<file path="src/rtl/feature_deserializer_pkg.sv">
// -----------------------------------------------------------------------------
// feature_deserializer_pkg
//   Shared sizing constants and helpers for the sensor-fusion input stage.
//   TOTAL_NUM_CHANNEL     : channels per frame delivered to the fusion core
//   DEFAULT_CHANNEL_WIDTH : bits per channel feature
//   ceil_log2()           : constant function, bits needed to count 0..value-1
// -----------------------------------------------------------------------------
package feature_deserializer_pkg;

  localparam int TOTAL_NUM_CHANNEL     = 214;
  localparam int DEFAULT_CHANNEL_WIDTH = 2;

  function automatic int ceil_log2(input int value);
    int r;
    r = 0;
    for (int i = 0; i < 31; i++) begin
      if ((1 << i) < value) r = i + 1;
    end
    return r;
  endfunction

endpackage

</file>
<file path="src/rtl/feature_deserializer.sv">
// -----------------------------------------------------------------------------
// feature_deserializer
//   Collects NUM_CHANNEL serial feature beats into one frame for the fusion
//   core. sin_first marks channel 0 and keeps the block frame-aligned; any
//   beat that breaks alignment raises a one-cycle frame_error pulse.
//
// Ports
//   clk, rst      : clock, asynchronous active-high reset
//   sin_valid     : input beat valid
//   sin_ready     : beat accepted when sin_valid && sin_ready (low only in HOLD)
//   sin_data      : feature of the current channel
//   sin_first     : beat is channel 0 of a frame
//   dout_valid    : assembled frame available (core fin_valid)
//   dout_ready    : core fin_ready
//   features_top  : assembled frame, channel 0 in the MSBs
//   frame_error   : one-cycle pulse per framing violation
// -----------------------------------------------------------------------------
module feature_deserializer
  import feature_deserializer_pkg::*;
#(
  parameter int NUM_CHANNEL   = TOTAL_NUM_CHANNEL,
  parameter int CHANNEL_WIDTH = DEFAULT_CHANNEL_WIDTH
) (
  input  logic                                 clk,
  input  logic                                 rst,
  input  logic                                 sin_valid,
  output logic                                 sin_ready,
  input  logic [CHANNEL_WIDTH-1:0]             sin_data,
  input  logic                                 sin_first,
  output logic                                 dout_valid,
  input  logic                                 dout_ready,
  output logic [NUM_CHANNEL*CHANNEL_WIDTH-1:0] features_top,
  output logic                                 frame_error
);

  localparam int                FRAME_W = NUM_CHANNEL * CHANNEL_WIDTH;
  localparam int                CNT_W   = ceil_log2(NUM_CHANNEL);
  localparam logic [CNT_W-1:0]  LAST_CH = CNT_W'(NUM_CHANNEL - 1);
  localparam logic [CNT_W-1:0]  ONE_CH  = CNT_W'(1);

  typedef enum logic [1:0] {HUNT, FILL, HOLD} state_t;

  state_t             state;
  logic [CNT_W-1:0]   ch_cnt;
  logic [FRAME_W-1:0] asm_p0;
  logic [FRAME_W-1:0] asm_next;
  logic [CNT_W-1:0]   slot;
  logic               accept;
  logic               out_free;
  logic               is_last;

  // Writes one beat into its channel slot; channel 0 lands in the MSBs.
  function automatic logic [FRAME_W-1:0] insert_beat(
    input logic [FRAME_W-1:0]       frame,
    input logic [CNT_W-1:0]         ch,
    input logic [CHANNEL_WIDTH-1:0] beat
  );
    logic [FRAME_W-1:0] f;
    f = frame;
    f[(NUM_CHANNEL - 1 - int'(ch)) * CHANNEL_WIDTH +: CHANNEL_WIDTH] = beat;
    return f;
  endfunction

  // Ready comes from registered state only, so no input-to-ready path.
  assign sin_ready = (state != HOLD);
  assign accept    = sin_valid && sin_ready;
  assign out_free  = !dout_valid || dout_ready;
  // A sin_first beat always restarts at channel 0, whatever the state.
  assign slot      = (state == FILL && !sin_first) ? ch_cnt : '0;
  assign is_last   = (state == FILL) && !sin_first && (ch_cnt == LAST_CH);
  assign asm_next  = insert_beat(asm_p0, slot, sin_data);

  // Stage p0: assembly register / stage p1: output register
  always_ff @(posedge clk or posedge rst) begin
    if (rst) begin
      state        <= HUNT;
      ch_cnt       <= '0;
      asm_p0       <= '0;
      features_top <= '0;
      dout_valid   <= 1'b0;
      frame_error  <= 1'b0;
    end else begin
      frame_error <= 1'b0;
      // Drain clears valid; a load below in the same edge overrides it.
      if (dout_valid && dout_ready) dout_valid <= 1'b0;

      case (state)
        HUNT: begin
          if (accept) begin
            if (sin_first) begin
              asm_p0 <= asm_next;
              ch_cnt <= ONE_CH;
              state  <= FILL;
            end else begin
              frame_error <= 1'b1;
            end
          end
        end

        FILL: begin
          if (accept) begin
            asm_p0 <= asm_next;
            if (sin_first) begin
              frame_error <= 1'b1;
              ch_cnt      <= ONE_CH;
            end else if (is_last) begin
              ch_cnt <= '0;
              if (out_free) begin
                // Bypass: the final beat goes straight into the output frame.
                features_top <= asm_next;
                dout_valid   <= 1'b1;
                state        <= HUNT;
              end else begin
                state <= HOLD;
              end
            end else begin
              ch_cnt <= ch_cnt + ONE_CH;
            end
          end
        end

        HOLD: begin
          if (out_free) begin
            features_top <= asm_p0;
            dout_valid   <= 1'b1;
            state        <= HUNT;
          end
        end

        default: state <= HUNT;
      endcase
    end
  end

endmodule
</file>
<file path="config.mk">
export PLATFORM = sky130hd
export DESIGN_NAME = feature_deserializer
export DESIGN_NICKNAME = d
export VERILOG_FILES = /design/src/rtl/feature_deserializer_pkg.sv /design/src/rtl/feature_deserializer.sv
export SDC_FILE = /design/constraint.sdc
export NUM_CORES = 2
export LEC_CHECK = 0
export CAP_MARGIN = 30
export CORE_ASPECT_RATIO = 1.2
export CORE_MARGIN = 1.5
export CORE_UTILIZATION = 30
export DETAILED_ROUTE_END_ITERATION = 10
export PLACE_DENSITY = 0.6
export SLEW_MARGIN = 30
export SYNTH_ARGS = -nofsm -noshare
export SYNTH_HDL_FRONTEND = slang
export SYNTH_SLANG_ARGS = --single-unit
</file>
<file path="constraint.sdc">
create_clock -name clk -period 29.8 [get_ports clk]
set_clock_uncertainty 0.05 [all_clocks]
set_input_delay 5.96 -clock clk [delete_from_list [all_inputs] [get_ports clk]]
set_output_delay 5.96 -clock clk [all_outputs]
set_load 0.1 [all_outputs]
</file>
==> impl_results.html <==
<table>
<tr><th>Metric</th><th>Value</th></tr>
<tr><th colspan="2">Status</th></tr>
<tr><td>Result of the run</td><td>complete, no violations</td></tr>
<tr><th colspan="2">Yosys</th></tr>
<tr><td>Number of flops mapped to enable cells by yosys</td><td>0</td></tr>
<tr><td>Number of synthesized register bits</td><td>around 870</td></tr>
<tr><td>Post-synth ARST share</td><td>between 90% and 100%</td></tr>
<tr><td>Top area cells in the synthesized netlist</td><td>dfrtp_1, nand2_1, mux2_2, o21ai_0, clkbuf_1</td></tr>
<tr><td>Sequential cell area fraction in the yosys report</td><td>roughly three fifths</td></tr>
<tr><td>Netlist cell types</td><td>69</td></tr>
<tr><td>Library cell occupying the most area in the post-synthesis netlist</td><td>dfrtp_1</td></tr>
<tr><td>Net Count, Synth</td><td>about 3600</td></tr>
<tr><td>Dominant synthesized flop cell</td><td>dfrtp_1</td></tr>
<tr><td>Number of instances in the synthesized netlist</td><td>3569</td></tr>
<tr><td>Mean area per synthesized cell</td><td>approximately 10 um^2</td></tr>
<tr><td>Cell area after synthesis</td><td>roughly 36000 um^2</td></tr>
<tr><td>Yosys top cell area share</td><td>60.9%</td></tr>
<tr><td>Yosys warns</td><td>0</td></tr>
<tr><th colspan="2">Layout</th></tr>
<tr><td>Top library cells by usage in the layout, fill and taps aside</td><td>nand2_1, dfrtp_1, clkdlybuf4s50_1</td></tr>
<tr><td>Total area of sequential cells</td><td>between 20000 and 25000 um^2</td></tr>
<tr><td>Total Nets Final</td><td>about 4000</td></tr>
<tr><td>Area taken by multi-input logic gates</td><td>~13000 um^2</td></tr>
<tr><td>Most frequent standard cell in the layout excluding fill and tap cells</td><td>nand2_1</td></tr>
<tr><td>Filler Cells Inserted</td><td>11800</td></tr>
<tr><td>Layout cells sized above 1</td><td>between 10% and 20%</td></tr>
<tr><td>Area growth, synth to finish</td><td>25.9%</td></tr>
<tr><th colspan="2">Floorplan</th></tr>
<tr><td>Number of rows created at floorplan</td><td>approximately 140</td></tr>
<tr><td>Number of primary I/O pins</td><td>438</td></tr>
<tr><td>Core ar.</td><td>around 120000 um^2</td></tr>
<tr><td>Die X</td><td>~320 um</td></tr>
<tr><td>Die Area</td><td>121000 um^2</td></tr>
<tr><td>Starting utilization of the core area</td><td>a little under a third</td></tr>
<tr><td>Die Y-Extent</td><td>between 300 and 400 um</td></tr>
<tr><th colspan="2">Clock network</th></tr>
<tr><td>Number of levels in the clock H-tree</td><td>3</td></tr>
<tr><td>Postcts setup bufs</td><td>0</td></tr>
<tr><td>Clock Pin Slew Worst Setup and Hold Paths</td><td>around 0.060 ns</td></tr>
<tr><td>Number of buffers inserted for hold repair after clock tree synthesis</td><td>0</td></tr>
<tr><td>Number of buffers on the longest clock path</td><td>3</td></tr>
<tr><td>Clk_lat worst skew</td><td>~0.70 ns</td></tr>
<tr><td>Quantity of gates resized following cts</td><td>0</td></tr>
<tr><td>Number of buffers added by the clock tree synthesis step</td><td>95</td></tr>
<tr><td>Clock sinks</td><td>~870</td></tr>
<tr><td>Master cell of the clock root buffer</td><td>clkbuf_16</td></tr>
<tr><td>CTS tree</td><td>done</td></tr>
<tr><th colspan="2">Setup path</th></tr>
<tr><td>Crit Path Max Fanout</td><td>33</td></tr>
<tr><td>Required time at the worst-slack endpoint</td><td>approximately 30 ns</td></tr>
<tr><td>Cell breakdown of the critical path</td><td>clkdlybuf4s50_1 &gt; inv_1 &gt; ha_1 &gt; buf_4 &gt; and2_1 &gt; ha_1 &gt; and2_1 &gt; nand3_1 &gt; inv_1 &gt; ha_1 &gt; inv_2 &gt; or4_4 &gt; a221oi_4 &gt; o211ai_1 &gt; nand2b_2 &gt; nor3_1 &gt; mux2_2</td></tr>
<tr><td>Critical register-to-register path endpoint</td><td>asm_p0[286]$_DFFE_PP0P_</td></tr>
<tr><td>Crit. End Element</td><td>register</td></tr>
<tr><td>Critical Path Sink</td><td>asm_p0[286]$_DFFE_PP0P_</td></tr>
<tr><td>Highest-delay cell along the critical path</td><td>nand2b_2</td></tr>
<tr><td>Largest stage delay on the critical path</td><td>0.70 ns</td></tr>
<tr><td>Cell with the most instances on the worst path</td><td>ha_1</td></tr>
<tr><td>Startpoint types</td><td>primary input</td></tr>
<tr><td>Source of the worst register-to-register timing path</td><td>state[1]$_DFFE_PP0P_</td></tr>
<tr><td>Slack of the worst reg-to-reg path</td><td>approximately 24 ns</td></tr>
<tr><td>R2r worst-path depth</td><td>17</td></tr>
<tr><td>Critical path launch point</td><td>sin_first</td></tr>
<tr><td>WP data arrival</td><td>11.82 ns</td></tr>
<tr><td>WS Path Type</td><td>in -&gt; reg</td></tr>
<tr><th colspan="2">Routing</th></tr>
<tr><td>Drt total wl</td><td>approximately 130000 um</td></tr>
<tr><td>DRC violation count after routing</td><td>0</td></tr>
<tr><td>Drt first pass iters</td><td>5</td></tr>
<tr><td>Vias per inst</td><td>just under 5</td></tr>
<tr><td>DRT antenna net count</td><td>0</td></tr>
<tr><td>Average wire per cell in the routed design</td><td>approximately 23 um</td></tr>
<tr><td>Number of violations reported at the end of detailed-routing iteration 0</td><td>2222</td></tr>
<tr><td>Vias after detailed routing</td><td>roughly 27000</td></tr>
<tr><th colspan="2">Pwr</th></tr>
<tr><td>Maximum vdd drop</td><td>between 0.00004 and 0.00005 V</td></tr>
<tr><td>Leakage</td><td>22.1 nW</td></tr>
<tr><td>Power density over the cells</td><td>between 60 and 70 nW/um^2</td></tr>
<tr><th colspan="2">Timing</th></tr>
<tr><td>Transition time at the pin with the least slew margin</td><td>~1.1 ns</td></tr>
<tr><td>Sum Neg Setup Slack</td><td>0 ns</td></tr>
<tr><td>Setup repair after global routing missed its margin</td><td>no</td></tr>
<tr><td>Hold_ws</td><td>around 0.4 ns</td></tr>
<tr><td>Post-route fraction of the period consumed by the critical path</td><td>between 30% and 40%</td></tr>
<tr><td>Final slew viol count</td><td>0</td></tr>
<tr><td>Slew headroom</td><td>around 28%</td></tr>
<tr><td># setup viols final</td><td>0</td></tr>
<tr><td>Fmax</td><td>approximately 0.09 GHz</td></tr>
<tr><td>Fin. Hold Viols</td><td>0</td></tr>
<tr><td>Post-layout min period</td><td>between 10 and 15 ns</td></tr>
<tr><th colspan="2">Place</th></tr>
<tr><td>HPWL Detailed</td><td>around 87000 um</td></tr>
<tr><td>Port Buffers</td><td>about 440</td></tr>
<tr><td>RePlAce Congestion</td><td>~0.84</td></tr>
<tr><th colspan="2">GRT</th></tr>
<tr><td>Maximum number of pins on one net before global-route repair</td><td>roughly 200</td></tr>
<tr><td>Global-route wire length before repair</td><td>between 150000 and 200000 um</td></tr>
<tr><td>Combined global-route utilization of all metal layers</td><td>about a fifth</td></tr>
<tr><td>Vias in the first global route</td><td>28000</td></tr>
<tr><td>Initial antenna violation count</td><td>3</td></tr>
<tr><td>Overflow left after global routing</td><td>0</td></tr>
<tr><th colspan="2">Hold path</th></tr>
<tr><td>HP Class</td><td>reg -&gt; reg</td></tr>
<tr><th colspan="2">Flow run</th></tr>
<tr><td>Max cap viols</td><td>0</td></tr>
</table>
where the power goes:
part	internal (mW)	leakage, nW	switching, mW
sequential	1.19	12.1	0.0152
combinational	0.0538	8.37	0.210
clock	0.744	1.65	0.520
total	1.99	22.1	0.746
worst min-delay path by stage:
stage / startpoint / end / slack [ns] / cells after the start
floorplan: asm_p0[100]$_DFFE_PP0P_ / features_top[100]$_DFFE_PP0P_ / 0.38 / 2
global placement: asm_p0[114]$_DFFE_PP0P_ / features_top[114]$_DFFE_PP0P_ / 0.39 / 2
detailed placement: asm_p0[53]$_DFFE_PP0P_ / features_top[53]$_DFFE_PP0P_ / 0.40 / 2
CTS: asm_p0[172]$_DFFE_PP0P_ / features_top[172]$_DFFE_PP0P_ / 0.40 / 2
global route: asm_p0[310]$_DFFE_PP0P_ / features_top[310]$_DFFE_PP0P_ / 0.42 / 2
finish: asm_p0[172]$_DFFE_PP0P_ / features_top[172]$_DFFE_PP0P_ / 0.40 / 2
critical path, delay by kind of cell:
kind | cells | cell delay (ns)
fa+ha+maj | 3 | 1.05
mux | 1 | 0.37
compound gates | 2 | 0.78
buf+inv | 5 | 1.13
simple gates | 6 | 2.47
per-stage QoR:
stage                     util [%]  setup WS (ns)  area, um^2  instances  power [mW]
after CTS                     37.9          18.50       44700       5556        2.76
after global placement        35.3          17.73       41600       5371        1.48
after floorplan                  -          11.86       35700       3569        1.37
after detailed placement      35.1          17.75       41400       5382        1.49
after global routing          38.1          18.07       44900       5564        2.83
final                         38.1          18.47       44900       5565        2.74
per-layer routing:
layer,vias to the layer above,share of wire (%),GRT usage (%)
li1,12600,-,-
met1,13900,42,26.2
met2,801,48,34.6
met3,188,6.9,5.18
met4,0,3.7,8.55
met5,-,0,0
area by class of cell:
cell class,instances,area share (%)
Sequential cell,868,48.3
Multi-Input combinational cell,2470,29.4
Timing Repair Buffer,498,10.4
Clock buffer,131,6.11
Tap cell,1540,4.29
Clock inverter,43,1.37
Inverter,14,0.125
Antenna cell,1,0.00557
flip-flops by register name (all words and copies together), names as in the netlist:
register / cells
dout_valid: 1
asm_p0: 428
state: 2
ch_cnt: 8
frame_error: 1
features_top: 428
kinds of logic after synthesis:
family / share of synthesized area, %
buffers and inverters: 2.56
xor gates and xnor gates: 0.270
muxes: 8.52
adders and majority gates: 0.596
AOI/OAI and AO/OA: 7.10
DFF: 60.9
and+or+nand+nor: 20.1
synthesized netlist by cell type (9+ instances only):
master,instances
mux2i_1,9
and2_1,12
or3_1,24
ha_1,17
nand4_1,19
buf_1,12
and3_1,20
nand3_1,72
nor3_1,51
dfrtp_1,868
o31ai_1,81
clkbuf_1,173
o211ai_1,19
buf_2,29
nor2_1,101
mux2_2,262
nand2_1,1410
o21ai_0,254
inv_1,13
o21ai_1,13
Note: power is estimated with default switching activity, not from simulation.
